==> src/rtl/digit_collector.sv <==
// Collects DIGITS decimal digits from the random-digit stage on run_in rising edges,
// then converts the BCD number to binary and strobes valid for one cycle.
module digit_collector #(
  parameter int unsigned DIGITS = 3,
  parameter int unsigned VW     = 10
) (
  input  logic                  CLK,
  input  logic                  RST,
  input  logic                  run_in,
  input  logic [3:0]            num,
  input  logic                  clr,
  output logic [4*DIGITS-1:0]   bcd,
  output logic [2:0]            ndig,
  output logic                  busy,
  output logic [VW-1:0]         value,
  output logic                  valid,
  output logic                  err
);

  localparam int unsigned BW = 4 * DIGITS;
  localparam int unsigned IW = (DIGITS > 1) ? $clog2(DIGITS) : 1;
  localparam int unsigned PW = VW + 4;

  typedef enum logic {COLLECT, CONVERT} state_t;

  state_t          state_q, state_d;
  logic            run_d;
  logic            pend, pend_d;
  logic [VW-1:0]   acc, acc_d;
  logic [IW-1:0]   idx, idx_d;
  logic [BW-1:0]   bcd_d;
  logic [2:0]      ndig_d;
  logic            busy_d, valid_d, err_d;
  logic [VW-1:0]   value_d;

  logic            rise_c;
  logic            bad_c;
  logic [3:0]      dig_c;
  logic [3:0]      dsel_c;
  logic [PW-1:0]   prod_c;
  logic [VW-1:0]   step_c;

  assign rise_c = run_in & ~run_d;
  assign bad_c  = (num > 4'd9);
  assign dig_c  = bad_c ? 4'd9 : num;

  // Digit addressed by idx, most significant first during conversion
  always_comb begin
    dsel_c = 4'd0;
    for (int i = 0; i < int'(DIGITS); i++) begin
      if (idx == IW'(i)) dsel_c = bcd[4*i +: 4];
    end
  end

  // acc*10 as shift-add, kept at PW bits before truncation
  assign prod_c = (PW'(acc) << 3) + (PW'(acc) << 1);
  assign step_c = VW'(prod_c) + VW'(dsel_c);

  // Next-state and datapath updates; clr overrides everything but value
  always_comb begin
    state_d = state_q;
    pend_d  = 1'b0;
    acc_d   = acc;
    idx_d   = idx;
    bcd_d   = bcd;
    ndig_d  = ndig;
    busy_d  = busy;
    value_d = value;
    valid_d = 1'b0;
    err_d   = err;

    if (clr) begin
      state_d = COLLECT;
      acc_d   = '0;
      idx_d   = '0;
      bcd_d   = '0;
      ndig_d  = 3'd0;
      busy_d  = 1'b0;
      err_d   = 1'b0;
    end else begin
      case (state_q)
        COLLECT: begin
          pend_d = rise_c;
          if (pend) begin
            if (ndig == 3'd0) begin
              bcd_d = BW'(dig_c);
              err_d = bad_c;
            end else begin
              bcd_d = (bcd << 4) | BW'(dig_c);
              err_d = err | bad_c;
            end
            ndig_d = ndig + 3'd1;
            if (ndig == 3'(DIGITS - 1)) begin
              state_d = CONVERT;
              busy_d  = 1'b1;
              acc_d   = '0;
              idx_d   = IW'(DIGITS - 1);
            end
          end
        end
        CONVERT: begin
          acc_d = step_c;
          if (idx == '0) begin
            value_d = step_c;
            valid_d = 1'b1;
            ndig_d  = 3'd0;
            busy_d  = 1'b0;
            state_d = COLLECT;
          end else begin
            idx_d = idx - IW'(1);
          end
        end
        default: state_d = COLLECT;
      endcase
    end
  end

  always_ff @(posedge CLK) begin
    if (RST) begin
      state_q <= COLLECT;
      run_d   <= 1'b0;
      pend    <= 1'b0;
      acc     <= '0;
      idx     <= '0;
      bcd     <= '0;
      ndig    <= 3'd0;
      busy    <= 1'b0;
      value   <= '0;
      valid   <= 1'b0;
      err     <= 1'b0;
    end else begin
      state_q <= state_d;
      run_d   <= run_in;
      pend    <= pend_d;
      acc     <= acc_d;
      idx     <= idx_d;
      bcd     <= bcd_d;
      ndig    <= ndig_d;
      busy    <= busy_d;
      value   <= value_d;
      valid   <= valid_d;
      err     <= err_d;
    end
  end

endmodule

==> config.mk <==
export PLATFORM = sky130hd
export DESIGN_NAME = digit_collector
export DESIGN_NICKNAME = d
export VERILOG_FILES = /design/src/rtl/digit_collector.sv
export SDC_FILE = /design/constraint.sdc
export NUM_CORES = 1
export LEC_CHECK = 0
export CELL_PAD_IN_SITES_DETAIL_PLACEMENT = 1
export CELL_PAD_IN_SITES_GLOBAL_PLACEMENT = 1
export CORE_MARGIN = 5
export CORE_UTILIZATION = 36
export DETAILED_ROUTE_END_ITERATION = 10
export GPL_TIMING_DRIVEN = 1
export PLACE_DENSITY_LB_ADDON = 0.08
export SETUP_SLACK_MARGIN = 0.3
export SLEW_MARGIN = 20
export SYNTH_ARGS = -nofsm -noshare
export SYNTH_HDL_FRONTEND = slang
export SYNTH_SLANG_ARGS = --single-unit
==> constraint.sdc <==
create_clock -name CLK -period 2.9 [get_ports CLK]
set_clock_uncertainty 0.2 [all_clocks]
set_input_delay 0.725 -clock CLK [delete_from_list [all_inputs] [get_ports CLK]]
set_output_delay 0.725 -clock CLK [all_outputs]
set_load 0.02 [all_outputs]
-- Yosys cells after proc, flatten, opt, wreduce, memory -nomap -nowiden
Cells that the tools add are included.
- flip-flop bits (word level): 42
- bits of input ports: 8
- output and inout port bits: 28
- logic and storage cells: 65
- $add $sub $neg: 4
- order comparisons: 1
- equal/unequal tests: 7
- multiplexer cells: 25
- bitwise operators: 6
- reduce and logical (&&, ||, !) cells: 11
- operators by type and width (cell ; number):
    $mux W9 ; 2
    $pmux W9 S2 ; 1
    $mux W4 ; 4
    $mux W12 ; 1
    $or A12 B4 Y12 ; 1
    $add A10 B10 Y10 ; 1
    $add A10 B4 Y10 ; 1
    $reduce_and A3 Y1 ; 3
    $mux W1 ; 8
    $mux W2 ; 3
    $mux W3 ; 2
    $ne A2 B2 Y1 const B ; 3
    $pmux W3 S2 ; 1
    $reduce_and A2 Y1 ; 3
    $reduce_or A3 Y1 ; 2
    $gt A4 B4 Y1 const B ; 1
    $pmux W1 S2 ; 2
    $pmux W2 S2 ; 1
    $add A3 B1 Y3 const B ; 1
    $eq A3 B2 Y1 const B ; 1
    $logic_not A3 Y1 ; 1
    $not A1 Y1 ; 3
    $eq A2 B1 Y1 const B ; 1
    $eq A2 B2 Y1 const B ; 1
    other kinds (6) ; 6

-- Logic depth before layout (Yosys ltp)
- word-level depth: 6
- depth in mapped cells: 14
- mapped depth without buffers: 13

-- Least setup slack after synthesis
Ideal clock, no wire load.
- path kind: reg-to-reg
- start point: register idx[1]
- end point: register acc[8]
- setup time: 0.059 ns
- data arrival time: 2.903 ns
- required time: 2.641 ns
- path slack: -0.262 ns
- stages on the path, launching flop included: 13
- buffers on the path: 0
- period minus slack after synthesis: 3.162 ns
- cells stage by stage: dfxtp_1 inv_1 ha_1 nand3b_1 a21oi_1 a21oi_1 fa_1 inv_1 fa_1 a211o_1 a2111oi_0 nand4b_1 a31o_1
- word-level cells in the longest chain between the ends: 6
- elaborated cells on any way between the ends: 8
- classes of those cells: add/sub: 1; eq/ne: 2; mux: 4; reduce/logical: 1
- RTL lines (what ; RTL line ; text):
    start, declared ; 30 ; logic [IW-1:0] idx, idx_d;
    start signal, assigned ; 136 ; idx <= idx_d;
    $logic_not A2 Y1 ; 51 ; if (idx == IW'(i)) dsel_c = bcd[4*i +: 4];
    $mux W4 (2 in a row) ; 51 ;
    $mux W4 * ; 51 ;
    $add A10 B4 Y10 * ; 57 ; assign step_c = VW'(prod_c) + VW'(dsel_c);
    $pmux W9 S2 * ; 81 ; case (state_q)
    end signal, assigned ; 123 ; acc <= '0;
    end signal, assigned ; 135 ; acc <= acc_d;
    end, declared ; 29 ; logic [VW-1:0] acc, acc_d;
Every way passes the cells marked *; elsewhere a longest branch is shown, timed or not.
A chain may end at the register's enable or synchronous reset.

-- Worst setup path in the final report
Same ends and word-level chain as after synthesis.

==> results.sh <==
export IMPL_n_antenna_cell=0
export IMPL_overflow=0
export IMPL_fin_ws_ns=-0.1836
export IMPL_max_freq_mhz=324.3
export IMPL_finalMaxSlewViolations=0
export IMPL_drive_gt1_share_pct=24.04
export IMPL_die_height_microns=87.61
export IMPL_wl_per_cell_microns=16.06
export IMPL_io_buffer_count=35
export IMPL_power_internal_uw=787.3
export IMPL_crit_top_cell="a21oi_1"
export IMPL_worstSetupStartpointType="register"
export IMPL_slowest_stage="fa_1"
export IMPL_place_inst=373
export IMPL_yosysWarnings=0
export IMPL_critical_path_arrival_ns=3.13
export IMPL_violations="setup timing"
export IMPL_synthFlopType="dfxtp_1"
export IMPL_dp_hpwl_microns=4524
export IMPL_drt_iter0_drc=54
export IMPL_required_ns=2.95
export IMPL_ys_seq_elements=42
export IMPL_final_setup_viol_count=7
export IMPL_synth_top_area_share_pct=38.78
export IMPL_preCtsSetupSlack_ns=-0.2758
export IMPL_pwr_share_clk_pct=39.7
export IMPL_postLayoutCellArea_sq_um=3114
export IMPL_critPathMaxFanout=5
export IMPL_coreArea_sq_um=5886
export IMPL_crit_type="reg2reg"
export IMPL_fin_cells=387
export IMPL_path_cells="inv_4 -> ha_4 -> nand3b_1 -> a21oi_1 -> a21oi_1 -> fa_1 -> inv_2 -> fa_2 -> a211o_1 -> a2111oi_4 -> nand4b_1 -> a31o_1"
export IMPL_synthArstFlopShare_pct=0
export IMPL_area_delta_synth_final_pct=43.62
export IMPL_die_w_microns=87.61
export IMPL_outcome="finished, violations left"
export IMPL_n_fill_cell=681
export IMPL_grt_pass1_vias=2061
export IMPL_cts_sinks=42
export IMPL_route_detailed_drc=0
export IMPL_gr_usage_all_layers_pct=16.86
export IMPL_rsz0062_at_grt="true"
export IMPL_cts_tree="built"
export IMPL_syn_nets=278
export IMPL_timing_final_hold_violations=0
export IMPL_syn_area_sq_um=2168
export IMPL_crit_path_end_kind="register"
export IMPL_power_mw=1.031
export IMPL_switching_share_pct=23.61
export IMPL_htree_levels=2
export IMPL_synth_avg_cell_area_sq_um=8.743
export IMPL_grt_start_max_net_pins=25
export IMPL_clk_latency_ns=0.30
export IMPL_hold_class="reg2reg"
export IMPL_pwr_share_seq_pct=56.2
export IMPL_slew_headroom_pct=56.78
export IMPL_clk_pin_slew_worst_paths_ns=0.09
export IMPL_dieArea_sq_um=7676
export IMPL_register_area_sq_um=845.8
export IMPL_p_sw_uw=243.3
export IMPL_power_density_nw_per_um2=330.9
export IMPL_netlist_cell_type_count=44
export IMPL_root_buffer="clkbuf_8"
export IMPL_period_share_pct=106.3
export IMPL_rows=28
export IMPL_cts_inserted_buffers=5
export IMPL_slowest_delay_ns=0.51
export IMPL_synthTopCellsByArea="dfxtp_1 (39%), ha_1 (12%), a21oi_1 (5.5%)"
export IMPL_firstDrtPassIters=4
export IMPL_routed_wirelength_microns=6216
export IMPL_hold_buffers=0
export IMPL_cts_max_path_buffers=2
export IMPL_tightest_slew_ns=0.6470
export IMPL_post_route_min_period_ns=3.084
export IMPL_place_area_sq_um=2795
export IMPL_grt_pass1_wl_microns=10070
export IMPL_antenna_found_initial=0
export IMPL_syn_instance_count=248
export IMPL_ys_seq_area_share_pct=38.78
export IMPL_via_per_inst=5.212
export IMPL_ant_nets=0
export IMPL_multiInputGateArea_sq_um=1435
export IMPL_initial_core_util_pct=36.84
export IMPL_p_comb_share_pct=4.1
export IMPL_synth_top_area_cell="dfxtp_1"
export IMPL_synth_enable_flop_cells=0
export IMPL_power_leakage_nw=1.244
export IMPL_vias=2017
export IMPL_ios=36
export IMPL_ir_drop_v=0.0001901
export IMPL_drv_cap=0
export IMPL_routabilityCongestion=0.7415
export IMPL_nets=341
metrics by stage:
step / util (%) / setup TNS, ns / hold WS (ns)
floorplan: - / -0.1642 / 0.1736
global placement: 47.49 / -1.054 / 0.1757
detailed placement: 47.49 / -1.546 / 0.1862
CTS: 50.06 / -0.9004 / 0.2111
global route: 52.91 / -1.681 / 0.2233
finish: 52.91 / -0.9853 / 0.2064
what timing repair did:
item / in CTS / in global routing
pin swaps: 10 / 13
setup endpoints to repair: 12 / 12
resized for setup: 13 / 24
endpoints found under the hold margin: 0 / 0
buffers inserted: 1 / 5
worst paths after layout:
check / from / end / slack, ns / cells past startpoint
setup / recovery: idx[1]$_SDFFE_PP0P_ / acc[8]$_SDFFE_PP0P_ / -0.18 / 12
hold / removal: run_d$_SDFF_PP0_ / pend$_SDFF_PP0_ / 0.21 / 1
setup reg to reg: idx[1]$_SDFFE_PP0P_ / acc[8]$_SDFFE_PP0P_ / -0.18 / 12
hold reg to reg: run_d$_SDFF_PP0_ / pend$_SDFF_PP0_ / 0.21 / 1
kinds of logic after synthesis:
group	Yosys count	synth area share, %
compound gates	68	21.47
xor+xnor	4	1.616
fa+ha+maj	22	13.39
buf+inv	22	4.212
flops	42	38.78
simple gates	90	20.54
worst max-delay path, delay by kind of cell (launching register included):
kind | cells | cell delay (ns)
DFF | 1 | 0.36
buffers and inverters | 2 | 0.11
adders and majority gates | 3 | 1.04
and+or+nand+nor | 2 | 0.35
AOI/OAI and AO/OA | 5 | 0.99
cell type report:
cell class	count	share of cell area [%]
clock buffers	6	2.652
well taps	75	3.013
repair buffers	65	18.96
multi-input cells	184	46.08
inverters	13	1.728
clock inverters	2	0.4018
flip-flops and latches	42	27.16
Yosys cell counts (2+ instances only):
cell      count
dfxtp_1      42
nand2_1      31
nor2_1       28
a21oi_1      24
ha_1         20
a22oi_1      13
inv_1        13
nor2b_1       6
a21o_1        5
clkbuf_1      5
nand3b_1      5
a211o_1       4
o21ai_0       4
xnor2_1       4
buf_2         3
nand3_1       3
o21a_1        3
a21oi_2       2
a32oi_1       2
and3_1        2
fa_1          2
nor2_2        2
nor3_1        2
nor3b_1       2
o31ai_1       2
metal layers:
metal	up-vias	global-route usage, %	part of all wire (%)
li1	1008	-	-
met3	4	3.387	2.6
met1	981	24.01	50
met4	0	4.881	0.88
met5	-	0	0
met2	24	25.82	46
power by group through the flow:
| stage | logic (mW) | clock network [mW] | registers [mW] |
|---|---|---|---|
| after floorplan | 0.0193 | 0 | 0.595 |
| after global placement | 0.0415 | 0 | 0.594 |
| after detailed placement | 0.0416 | 0 | 0.594 |
| after CTS | 0.0420 | 0.424 | 0.579 |
| after global routing | 0.0459 | 0.452 | 0.580 |
| final | 0.0419 | 0.410 | 0.579 |
cells in the final DEF, fill, tap and decap left out, drive strengths merged, types with 3 or more instances in the layout:
master	Yosys	routed
a21o	5	5
xnor2	4	4
nand3b	6	6
nand2	31	31
a22oi	13	13
dfxtp	42	42
nor2	30	30
nand3	3	3
a211o	4	4
clkdlybuf4s50	0	35
clkbuf	5	6
buf	3	30
o21a	3	3
a21oi	26	26
o21ai	4	4
ha	20	20
nor2b	6	6
inv	13	13
flip-flops by register name (all words and copies together), names as in the netlist:
| name | count |
|---|---|
| acc | 9 |
| busy | 1 |
| valid | 1 |
| bcd | 12 |
| ndig | 3 |
| value | 10 |
| run_d | 1 |
| pend | 1 |
| err | 1 |
| state_q | 1 |
| idx | 2 |
Power figures use the tool's default switching activity.
==> patch (config.mk and constraints unchanged) <==
Make the reset (`RST`) asynchronous in one clocked block.
--- a/src/rtl/digit_collector.sv
+++ b/src/rtl/digit_collector.sv
@@ -116,5 +116,5 @@
   end
 
-  always_ff @(posedge CLK) begin
+  always_ff @(posedge CLK or posedge RST) begin
     if (RST) begin
       state_q <= COLLECT;
Formal check against the unedited RTL: differs if RST is asserted again (counterexample within 4 cycles, from zero or initial values and one cycle with RST high); with RST held inactive, the same outputs for 10 cycles.
==> patch against the unedited design <==
Sequential cell count stayed put; maximum frequency shrank 0.27%; non-clock buffer count fell by 14; die area rose by 3.6%; total power is 2.0% higher; synthesized cell count is 18% lower; the run still ends with negative setup slack left; via count is 16% lower; area after synthesis is 4.0% higher; clock power shrank 8.8%; count of clock-buffer cells in the layout unchanged; routed wire length fell by 11%; cell area decreased by 5.3%; worst setup slack worse by 8.3 ps.
==> patch: results (changes against the unedited design) <==
outcome:
  status: "complete, but fails checks"
  failed_checks: "negative setup slack"
synthesis:
  async_flop_share_pct: 100  # +100 points
  netlist_top_cells_count: "dfrtp_1, nand2_1, ha_1, a21oi_1, a22o_1"
  syn_nets: 233  # -16%
  synth-seq-area-share_pct: 46.6  # +7.8 points
  synth_area_leaders: "dfrtp_1, ha_1, a22o_1"
layout:
  layout.nets: 287  # -16%
  layout-drive-gt1-share_pct: 20.3  # -3.7 points
setup_path:
  arrival_ps: 3080  # -50 ps
  critPathCaptureType: "flip-flop"
  cpPeakStageDelay_ps: 540  # +30 ps
  reg2reg_to: "value[4]$_DFFE_PP0P_"
  cp_max_fo: 4  # -1
  worstRegToRegCells: 15  # +3
pwr:
  vdd_drop_max_mv: 0.206  # +8.4%
  leakage_nw: 1.40  # +12%
timing:
  slew_headroom_pct: 49.5  # -7.3 points
  layout_setup_ws_ps: -192  # -8.34 ps
  hold_ws_ps: 205  # -1.74 ps
  tns_ps: -1010  # -29.6 ps
  final-setup-viol-count: 9  # +2
global_routing:
  grt_use_met2_pct: 28.1  # +2.2 points
  grt_pass1_vias: 1921  # -6.8%
  grt_pass1_wl_um: 9470  # -6.0%
  met3_usage_pct: 3.50  # +0.12 points
  grt_util_met1_pct: 19.3  # -4.7 points
routing:
  wl_um: 5540  # -11%
  drtIter0Drc: 72  # +33%
  wire_per_inst_um: 16.7  # +4.2%
placed_design:
  dp.cells: 323  # -13%
  post-place-ws_ps: -212  # +63.6 ps
  place_congestion: 0.794  # +7.0%
  place_hpwl_um: 4230  # -6.4%
hold_path:
  hp-start: "run_d$_DFF_PP0_"
  holdPathEnd: "pend$_DFF_PP0_"
cts:
  cts_resized: 7  # -6
  clk_latency_ps: 290
[patch: cell type report]
type                    count  area (µm²)
well taps                  75        93.8
fillers                   646        3040
clock buffers               6        82.6
inverters                  12        52.6
flip-flops and latches     42        1050
repair buffers             51         487
multi-input cells         145        1180
[patch: power by group]
| group | switching [mW] | internal [mW] |
|---|---|---|
| clock | 0.190 | 0.184 |
| sequential | 0.00551 | 0.591 |
| combinational | 0.0460 | 0.0348 |
[patch: metal layers]
metal	wire [µm]	share of wire [%]
met4	61	1.1
met5	0	0
met2	2790	50
met3	163	2.9
met1	2520	46
[patch: logic make-up after synthesis]
| logic type | share of synthesized area [%] |
|---|---|
| AND/OR/NAND/NOR | 11.4 |
| XOR/XNOR | 3.49 |
| multiplexers | 5.10 |
| AO/OA/AOI/OAI | 17.2 |
| buffers and inverters | 3.27 |
| flip-flops | 46.6 |
| adder cells (fa/ha/maj) | 12.9 |
